## config.mk

```make
export PLATFORM = sky130hd
export DESIGN_NAME = tap_controller
export DESIGN_NICKNAME = d
export VERILOG_FILES = /design/src/rtl/jtag_pkg.sv /design/src/rtl/tap_fsm.sv /design/src/rtl/tap_controller.sv
export SDC_FILE = /design/constraint.sdc
export NUM_CORES = 1
export LEC_CHECK = 0
export BUFFER_PORTS_ARGS = -buffer_cell sky130_fd_sc_hd__clkbuf_2
export CAP_MARGIN = 20
export CORE_MARGIN = 3
export CORE_UTILIZATION = 50
export DETAILED_ROUTE_END_ITERATION = 10
export PLACE_DENSITY = 0.75
export SYNTH_ARGS = -nofsm -noshare
export SYNTH_HDL_FRONTEND = slang
export SYNTH_HIERARCHICAL = 1
export SYNTH_SLANG_ARGS = --single-unit
```

## constraint.sdc

```tcl
create_clock -name TCK -period 1.6 [get_ports TCK]
set_input_delay 0.24 -clock TCK [delete_from_list [all_inputs] [get_ports TCK]]
set_output_delay 0.24 -clock TCK [all_outputs]
set_load 0.01 [all_outputs]
```

## src/rtl/jtag_pkg.sv

```systemverilog
// jtag_pkg: shared TAP state encoding and default instruction opcodes.
// States use the conventional 1149.1 encoding so tap_state matches common debug tooling.
package jtag_pkg;
    typedef enum logic [3:0] {
        EXIT2_DR         = 4'h0,
        EXIT1_DR         = 4'h1,
        SHIFT_DR         = 4'h2,
        PAUSE_DR         = 4'h3,
        SELECT_IR        = 4'h4,
        UPDATE_DR        = 4'h5,
        CAPTURE_DR       = 4'h6,
        SELECT_DR        = 4'h7,
        EXIT2_IR         = 4'h8,
        EXIT1_IR         = 4'h9,
        SHIFT_IR         = 4'hA,
        PAUSE_IR         = 4'hB,
        RUN_TEST_IDLE    = 4'hC,
        UPDATE_IR        = 4'hD,
        CAPTURE_IR       = 4'hE,
        TEST_LOGIC_RESET = 4'hF
    } tap_state_e;

    localparam int         IR_LENGTH_DEFAULT = 4;
    localparam logic [3:0] BYPASS            = 4'b1111;
    localparam logic [3:0] USER              = 4'b0010;
endpackage

```

## src/rtl/tap_fsm.sv

```systemverilog
// tap_fsm: 16-state 1149.1 TAP state register, advanced by TMS on each TCK rising edge.
module tap_fsm
    import jtag_pkg::*;
(
    input  logic       i_tck,
    input  logic       i_trst,
    input  logic       i_tms,
    output tap_state_e o_state
);
    tap_state_e r_state;

    always_ff @(posedge i_tck or posedge i_trst) begin
        if (i_trst) begin
            r_state <= TEST_LOGIC_RESET;
        end else begin
            case (r_state)
                TEST_LOGIC_RESET: r_state <= i_tms ? TEST_LOGIC_RESET : RUN_TEST_IDLE;
                RUN_TEST_IDLE:    r_state <= i_tms ? SELECT_DR : RUN_TEST_IDLE;
                SELECT_DR:        r_state <= i_tms ? SELECT_IR : CAPTURE_DR;
                CAPTURE_DR:       r_state <= i_tms ? EXIT1_DR  : SHIFT_DR;
                SHIFT_DR:         r_state <= i_tms ? EXIT1_DR  : SHIFT_DR;
                EXIT1_DR:         r_state <= i_tms ? UPDATE_DR : PAUSE_DR;
                PAUSE_DR:         r_state <= i_tms ? EXIT2_DR  : PAUSE_DR;
                EXIT2_DR:         r_state <= i_tms ? UPDATE_DR : SHIFT_DR;
                UPDATE_DR:        r_state <= i_tms ? SELECT_DR : RUN_TEST_IDLE;
                SELECT_IR:        r_state <= i_tms ? TEST_LOGIC_RESET : CAPTURE_IR;
                CAPTURE_IR:       r_state <= i_tms ? EXIT1_IR  : SHIFT_IR;
                SHIFT_IR:         r_state <= i_tms ? EXIT1_IR  : SHIFT_IR;
                EXIT1_IR:         r_state <= i_tms ? UPDATE_IR : PAUSE_IR;
                PAUSE_IR:         r_state <= i_tms ? EXIT2_IR  : PAUSE_IR;
                EXIT2_IR:         r_state <= i_tms ? UPDATE_IR : SHIFT_IR;
                UPDATE_IR:        r_state <= i_tms ? SELECT_DR : RUN_TEST_IDLE;
                default:          r_state <= TEST_LOGIC_RESET;
            endcase
        end
    end

    assign o_state = r_state;
endmodule

```

## src/rtl/tap_controller.sv

```systemverilog
// tap_controller: 1149.1 TAP with instruction register, DR strobes and bypass/user select decode.
// Strobes and TDO are Moore decodes of the state register so they cannot glitch on TMS.
module tap_controller
    import jtag_pkg::*;
#(
    parameter int                   IR_LENGTH   = IR_LENGTH_DEFAULT,
    parameter logic [IR_LENGTH-1:0] USER_OPCODE = IR_LENGTH'(USER)
) (
    input  logic       TCK,
    input  logic       TRST,
    input  logic       TMS,
    input  logic       TDI,
    input  logic       SO_DR_IN,
    output logic       Capture_DR,
    output logic       Shift_DR,
    output logic       Update_DR,
    output logic       tdr_Select,
    output logic       user_Select,
    output logic       TDO,
    output logic       TDO_EN,
    output logic [3:0] tap_state
);
    tap_state_e           w_state;
    logic [IR_LENGTH-1:0] r_ir_shift;
    logic [IR_LENGTH-1:0] r_ir_reg;

    tap_fsm u_fsm (
        .i_tck   (TCK),
        .i_trst  (TRST),
        .i_tms   (TMS),
        .o_state (w_state)
    );

    // ir_reg only moves at UPDATE_IR, so selects stay stable through shift and pause
    always_ff @(posedge TCK or posedge TRST) begin
        if (TRST) begin
            r_ir_shift <= '0;
            r_ir_reg   <= '1;
        end else begin
            if (w_state == CAPTURE_IR)
                r_ir_shift <= IR_LENGTH'(1);
            else if (w_state == SHIFT_IR)
                r_ir_shift <= {r_ir_shift[IR_LENGTH-2:0], TDI};
            if (w_state == TEST_LOGIC_RESET)
                r_ir_reg <= '1;
            else if (w_state == UPDATE_IR)
                r_ir_reg <= r_ir_shift;
        end
    end

    assign Capture_DR  = w_state == CAPTURE_DR;
    assign Shift_DR    = w_state == SHIFT_DR;
    assign Update_DR   = w_state == UPDATE_DR;
    assign TDO_EN      = w_state == SHIFT_IR || w_state == SHIFT_DR;
    assign user_Select = r_ir_reg == USER_OPCODE;
    assign tdr_Select  = !user_Select;
    assign TDO         = w_state == SHIFT_IR ? r_ir_shift[IR_LENGTH-1] :
                         w_state == SHIFT_DR ? SO_DR_IN : 1'b0;
    assign tap_state   = w_state;
endmodule

```

==> results of run 1 <==
[worst max-delay path, delay by kind of cell (launching register included)]
| family | cells | cell delay [ns] |
|---|---|---|
| and+or+nand+nor | 2 | 0.48 |
| DFF | 1 | 0.54 |
| buffers and inverters | 1 | 0.13 |
[cell type report]
class	instances	area, um^2
Sequential cell	12	310.3
Clock buffer	4	26.28
Tap cell	14	17.52
Multi-Input combinational cell	44	317.8
Timing Repair Buffer	25	166.4
Fill cell	82	314.1
Inverter	5	18.77
[cell families after synthesis]
group | count (synthesis) | synth area share (%)
multiplexers | 5 | 9.774
flip-flops | 12 | 46.62
AO/OA/AOI/OAI | 14 | 12.97
buffers and inverters | 8 | 6.954
AND/OR/NAND/NOR | 25 | 23.68
[through the flow]
| step | cells | cell area (um^2) | TNS (ns) |
|---|---|---|---|
| final | 104 | 857.1 | -0.2413 |
| after global routing | 104 | 857.1 | -0.4383 |
| after CTS | 99 | 803.3 | -0.2171 |
| after detailed placement | 93 | 753.2 | 0 |
| after global placement | 93 | 753.2 | 0 |
| after floorplan | 64 | 665.6 | 0 |
[routing by layer]
layer | up-vias | part of all wire (%)
met3 | 2 | 3.9
met5 | - | 0
met1 | 270 | 47
met2 | 10 | 49
met4 | 0 | 0.57
li1 | 274 | -
[cell usage after synthesis, types with 2 or more instances]
cell / count / area share (%)
mux2_4: 3 / 6.8
mux2i_1: 2 / 3.0
nor2b_1: 2 / 1.9
nand2_1: 3 / 1.7
nor2_1: 9 / 5.1
dfstp_2: 8 / 32
buf_6: 2 / 3.4
and4bb_2: 2 / 3.8
a21oi_1: 4 / 3.0
inv_1: 5 / 2.8
o21ai_0: 2 / 1.5
dfrtp_1: 4 / 15
a31oi_1: 4 / 3.8
[worst max-delay path by stage]
stage	start	to	slack, ns	cells past startpoint
after floorplan	u_fsm/o_state[1]	TDO	0.05	2
after global placement	u_fsm/o_state[1]	TDO	0.16	3
after detailed placement	u_fsm/o_state[1]	TDO	0.15	3
after CTS	r_ir_reg[1]	user_Select	-0.08	3
after global routing	u_fsm/o_state[1]	TDO	-0.1	3
final	u_fsm/o_state[1]	TDO	-0.06	3
[where the power goes]
part / switching, W / internal, W
registers: 0.000154 / 0.000507
clock network: 0.000109 / 0.0000965
logic: 0.000372 / 0.000457
total: 0.000635 / 0.00106
[repair_timing]
action,in CTS,in global routing
endpoints found under the hold margin,4,0
resized for setup,3,9
hold buffers,1,0
pin swaps,1,0
setup endpoints to repair,7,7
buffers inserted,1,6
==> impl_metrics.ini, run 1 <==
[die]
io_pins = 16
initial_core_util_pct = 56.84
die_area_um2 = 1805
num_rows = 12
die_h_um = 42.49
fp.dieW_um = 42.49
core-area_um2 = 1171

[hold_path]
hold_class = in2reg
min_from = TMS
hold_depth = 2
whs_endpoint = u_fsm/o_state[1]

[clocking]
htreeDepth = 1
numCtsBuffers = 3
cts_tree = yes
clock-sinks = 12
clock-root-buffer = clkbuf_4
clock_latency_ns = 0.28
clock_path_buffers = 2
path_clk_slew_ns = 0.07

[global_route]
track_usage_pct = 16.84
grt_pass1_vias = 500
grt-ovfl-total = 0
use_met3_pct = 3.863
top_usage_layer = met2
grt_max_degree = 17
grt_pass1_wl_um = 2318
use_met2_pct = 27.05
met1_usage_pct = 21.33
antenna_found_initial = 0

[placed_design]
place_ws_ns = 0.1500
port-buffer-count = 15
gp_congestion = 0.6590

[worst_setup_path]
critPathCaptureType = primary output
worst_path_max_delay_cell = dfstp_2
rrSetupSlack_ns = 0.07
critPathLaunchType = register
r2r_start = u_fsm/o_state[3]
max_stage_delay_ns = 0.54
cp_cell_sequence = or3b_4 > nor2_2 > buf_2
critPathKind = reg2out
r2r-end = r_ir_shift[1]
arrival_ns = 1.42
path_max_fanout = 3
ff2ff_path_depth = 3
required_ns = 1.36

[flow_run]
drv_cap = 0

[power]
design_power_total_w = 0.001697
p_per_area_nw_per_um2 = 1980
ir_worst_vdd_mv = 1.094
leakage_nw = 0.4307

[layout]
drive_above_1_share_pct = 51.11
synthToLayoutAreaGrowth_pct = 28.76
final_common_cell = clkbuf_2
layout_common_cells = clkbuf_2 (10), nor2_1 (8), buf_4 (8), dfstp_2 (8)
final_nets = 96
fin_util_pct = 73.18
antenna_cells = 0

[synth]
yosysWarnings = 6
postSynth.asyncResetShare_pct = 100.0
synth_seq_cells = 12
syn_area_um2 = 665.6
avgSynthCellArea_um2 = 10.40
synth_seq_area_share_pct = 46.62
synth_fp_nets = 69
synth-edff-count = 0
ys_types = 27
ys.flop_type = dfstp_2
syn_inst = 64

[sta]
hold_slack_ns = 0.2263
setup_viol_count_final = 5
worst_pin_slew_ns = 0.3221
final.period_utilization_pct = 103.6
drv_slew = 0
period_minus_slack_ns = 1.658
fin_ws_ns = -0.05790
slew_headroom_pct = 78.50
max_freq_mhz = 603.2
finalHoldViolCount = 0
finalClockSkew_ns = 0.01450
rsz0062_at_grt = yes

[route]
routed_wl_um = 1409
drt_iter0_drc = 12
firstDrtPassIters = 4
wire_per_inst_um = 13.55
vias = 556
avgViaCountPerCell = 5.346
drc = 0
antenna_left = 0

[status]
status = finished with violations
violations = setup timing
(Power assumes the default switching activity.)
==> run 2: changes to the inputs <==
Settings changed: ABC_AREA set to 1, CORE_UTILIZATION 50 to 51, SETUP_SLACK_MARGIN set to 0.02.
==> run 2 against run 1 <==
Net effect:
- the run now ends clean
- hold slack worse by 0.025 ns
- critical path depth up 2
- cell count up 50%
- power increased by 21%
- critical endpoint unchanged
- highest routed layer unchanged
==> impl_metrics.ini, run 2 <==
[sta]
fin_ws_ns = 0.06699
drv_slew = 0
rsz0062_at_grt = yes
period_minus_slack_ns = 1.533
worst_pin_slew_ns = 0.2998
finalClockSkew_ns = 0.004696
slew_headroom_pct = 79.99
setup_viol_count_final = 0
final.period_utilization_pct = 95.81
finalHoldViolCount = 0
max_freq_mhz = 652.3

[global_route]
grt-ovfl-total = 0
grt_pass1_wl_um = 2849
antenna_found_initial = 0
grt_pass1_vias = 698
track_usage_pct = 19.82
grt_max_degree = 11

[clocking]
numCtsBuffers = 3
path_clk_slew_ns = 0.08
clock_latency_ns = 0.27
cts_tree = yes
clock-sinks = 12
clock-root-buffer = clkbuf_4
clock_path_buffers = 2
htreeDepth = 1

[placed_design]
place_ws_ns = 0.2417
gp_congestion = 0.8363
dpl.hpwl_um = 1285
port-buffer-count = 15

[route]
routed_wl_um = 1644
drt_iter0_drc = 21
drc = 0
avgViaCountPerCell = 4.840
vias = 755
firstDrtPassIters = 5
antenna_left = 0
wire_per_inst_um = 10.54

[synth]
yosysMostFrequentCell = nand2_1
syn_inst = 115
ys_top_cells_by_count = nand2_1 (34), inv_1 (26), nor2_1 (17), nand3_1 (10), dfstp_2 (8)
synth_seq_cells = 12
yosysTopAreaCellShare_pct = 27.86
avgSynthCellArea_um2 = 6.561
yosysTopAreaCell = dfstp_2
synth_fp_nets = 120
synth.area.top_cells = dfstp_2 (28%), nand2_1 (17%), dfrtp_1 (13%)
ys_types = 16
syn_area_um2 = 754.5
synth-edff-count = 0
synth_seq_area_share_pct = 41.13
yosysWarnings = 6
ys.flop_type = dfstp_2
postSynth.asyncResetShare_pct = 100.0

[worst_setup_path]
critPathLaunchType = register
critPathKind = reg2out
required_ns = 1.36
worst_path_max_delay_cell = dfstp_2
cp_cell_sequence = buf_6 > nor2_4 > nand3_2 > nand2_1 > buf_2
arrival_ns = 1.29
crit_buf_inv = 2
cpLargestDelayFamily = flip-flops
critPathCaptureType = primary output
path_max_fanout = 7
max_stage_delay_ns = 0.64

[die]
core-area_um2 = 1350
fp.dieW_um = 44.46
num_rows = 13
io_pins = 16
die_area_um2 = 1977
initial_core_util_pct = 55.89
die_h_um = 44.46

[power]
ir_worst_vdd_mv = 1.255
p_per_area_nw_per_um2 = 2108
design_power_total_w = 0.002047
leakage_nw = 0.6148

[layout]
drive_above_1_share_pct = 34.75
synthToLayoutAreaGrowth_pct = 28.69
layout_common_cells = nand2_1 (33), inv_1 (24), nor2_1 (15), clkbuf_2 (13), nand3_1 (9)
final_common_cell = nand2_1
final_nets = 147
antenna_cells = 0
fin_util_pct = 71.92

[flow_run]
drv_cap = 0

[status]
status = finished, final reports clean

[hold_path]
hold_class = in2reg
[run 2: cell types whose count changed after synthesis, sizes merged, moves of 4 or more]
cell	before	now
nand2	3	36
inv	5	28
nand3	1	13
nor2	9	18
a21oi	4	0
a31oi	4	0
[run 2: logic make-up after synthesis]
group,share of synthesized area (%)
flops,41.13
compound gates,2.156
buf+inv,14.59
simple gates,42.12
[run 2: tightest hold or removal path: stages]
cell	delay, ns
clkbuf_2	0.11
nand2_1	0.07
nand2_1	0.05
[run 2: what timing repair did]
action                                  4_1_cts  5_1_grt
hold endpoints to repair                      4        0
pin swaps                                     0        4
endpoints found under the setup margin        2        3
gates resized for setup                       1       11
hold buffers                                  1        0
buffers inserted                              3        1
[run 2: metal layers]
metal	share of wire [%]	track usage, %
met5	0	0
met4	1.0	9.639
met3	3.8	6.098
met2	51	32.09
met1	44	23.54
[run 2: final timing paths]
| check | slack, ns | depth (start not counted) | endpoint | start |
|---|---|---|---|---|
| max | 0.07 | 5 | TDO | u_fsm/o_state[2] |
| min | 0.20 | 3 | u_fsm/o_state[1] | TMS |
| max reg2reg | 0.27 | 7 | u_fsm/o_state[0] | u_fsm/o_state[2] |
| min reg2reg | 0.53 | 2 | r_ir_shift[1] | r_ir_shift[0] |
| max in group asynchronous | 0.87 | 3 | r_ir_reg[0] | TRST |
| min in group asynchronous | 0.45 | 3 | r_ir_shift[1] | TRST |
[run 2: layout make-up]
cell class / instances / area, um^2
Inverter: 29 / 110.1
Sequential cell: 12 / 310.3
Multi-Input combinational cell: 74 / 361.6
Fill cell: 101 / 379.1
Tap cell: 15 / 18.77
Clock buffer: 4 / 36.28
Timing Repair Buffer: 22 / 133.9
[run 2: where the power goes]
| part | internal, W | leakage, nW | switching (W) | total, W |
|---|---|---|---|---|
| registers | 0.000522 | 0.134 | 0.000109 | 0.000631 |
| logic | 0.000444 | 0.460 | 0.000734 | 0.00118 |
| clock network | 0.000138 | 0.0210 | 0.0000995 | 0.000238 |
[run 2: stage by stage]
step                      hold WS, ns  cells  cell area [um^2]   TNS (ns)
after floorplan               0.05280    115             754.5          0
after global placement         0.1887    147             863.3          0
after detailed placement       0.1992    147             863.3          0
after CTS                      0.1833    155             934.6          0
after global routing           0.1938    156             970.9  -0.005303
final                          0.2017    156             970.9          0
==> run 3: changes to the inputs <==
Settings changed: TNS_END_PERCENT set to 100.
Clock period 1.6 ns to 1.5 ns, I/O delays scaled along.
==> run 3 against run 2 <==
Net effect:
- die area unchanged
- sequential power increased by 8.7%
- critical path depth increased by 1
- clock skew increased by 0.00079 ns
- setup slack got worse by 0.039 ns
- wire length increased by 11%
- power increased by 15%
- clock-buffer cell count unchanged
- flip-flop and latch count unchanged
- cell count increased by 3.2%
- clock power increased by 8%
- non-clock buffer count increased by 5
- largest power group unchanged
==> impl_metrics.ini, run 3 (synthesized netlist as in run 2, its figures left out) <==
[sta]
max_freq_mhz = 679.4
hold_slack_ns = 0.1799
finalClockSkew_ns = 0.005487
tns_ns = 0
slew_headroom_pct = 79.92
rsz0062_at_grt = yes
worst_pin_slew_ns = 0.3008
drv_slew = 0
final.period_utilization_pct = 98.12
fin_ws_ns = 0.02816
finalHoldViolCount = 0
period_minus_slack_ns = 1.472
setup_viol_count_final = 0

[layout]
drive_above_1_share_pct = 39.04
layout_common_cells = nand2_1 (32), inv_1 (23), nor2_1 (16), clkbuf_2 (11), buf_4 (10)
final_nets = 152
final_common_cell = nand2_1
antenna_cells = 0
synthToLayoutAreaGrowth_pct = 35.65
stdcell_area_um2 = 1023

[route]
drc = 0
drt_iter0_drc = 32
wire_per_inst_um = 11.34
vias = 783
antenna_left = 0
routed_wl_um = 1826
firstDrtPassIters = 4
avgViaCountPerCell = 4.863

[clocking]
clock_path_buffers = 2
cts_tree = yes
clock-root-buffer = clkbuf_4
path_clk_slew_ns = 0.08
htreeDepth = 1
numCtsBuffers = 3
clock_latency_ns = 0.27
clock-sinks = 12

[die]
die_area_um2 = 1977
fp.dieW_um = 44.46
io_pins = 16
num_rows = 13
initial_core_util_pct = 55.89
die_h_um = 44.46
core-area_um2 = 1350

[placed_design]
place_ws_ns = 0.1567
placed_area_um2 = 863.3
gp_congestion = 0.8363
port-buffer-count = 15
dpl.hpwl_um = 1285

[hold_path]
hold_depth = 3
hold_class = in2reg
min_from = TMS
whs_endpoint = u_fsm/o_state[1]

[power]
design_power_total_w = 0.002349
p_per_area_nw_per_um2 = 2295
ir_worst_vdd_mv = 1.407
leakage_nw = 0.6450

[worst_setup_path]
r2r-end = u_fsm/o_state[0]
path_max_fanout = 4
ff2ff_path_depth = 8
critPathCaptureType = primary output
critPathLaunchType = register
r2r_start = u_fsm/o_state[2]
required_ns = 1.27
rrSetupSlack_ns = 0.07
critPathKind = reg2out
critPathLaunch = u_fsm/o_state[0]
arrival_ns = 1.25

[status]
status = finished, final reports clean

[global_route]
antenna_found_initial = 0
grt_pass1_vias = 718
track_usage_pct = 21.75
grt-ovfl-total = 0
grt_pass1_wl_um = 3125
grt_max_degree = 11

[flow_run]
drv_cap = 0
run 3: cell count changes in the layout (fill, tap and decap cells not counted), moves of 2 or more:
cell,change
buf_2,+2
buf_4,+5
clkbuf_2,-2
inv_4,+2
run 3: how the worst max path moves through the flow:
stage               end  slack, ns  cells past startpoint
detailed placement  TDO       0.16                      6
CTS                 TDO       0.01                      5
finish              TDO       0.03                      6
global placement    TDO       0.20                      6
floorplan           TDO       0.23                      4
global route        TDO      -0.04                      6
run 3: critical path, stage by stage, from the launching register on:
cell and delay [ns]:
dfstp_2 0.57, inv_4 0.05, nand2_4 0.08, inv_4 0.05, nand3_2 0.05, nand2_1 0.05, buf_2 0.13
run 3: area by class of cell:
| cell class | instances | area [um^2] |
|---|---|---|
| fillers | 98 | 326.6 |
| well taps | 15 | 18.77 |
| clock buffers | 4 | 36.28 |
| repair buffers | 27 | 171.4 |
| multi-input cells | 74 | 371.6 |
| flip-flops and latches | 12 | 310.3 |
| inverters | 29 | 115.1 |
run 3: through the flow:
stage,instances,utilization (%)
after floorplan,115,-
after global placement,147,63.95
after detailed placement,147,63.95
after CTS,158,72.29
after global routing,161,75.81
final,161,75.81
run 3: routing by layer:
layer | wire, um | vias to the layer above | track usage [%]
met2 | 969 | 22 | 36.96
li1 | - | 405 | -
met5 | 0 | - | 0
met1 | 762 | 354 | 26.08
met3 | 79 | 2 | 6.098
met4 | 13 | 0 | 7.229
run 3: power by group:
part,switching [W],internal (W)
combinational,0.000840,0.000566
clock,0.000109,0.000147
sequential,0.000128,0.000558
run 3: repair_timing:
action                                  4_1_cts  5_1_grt
hold endpoints to repair                      4        0
setup buffers                                 6        3
endpoints found under the setup margin        4        5
hold buffers                                  1        0
resized for setup                             8       11
pin swaps                                     3        1
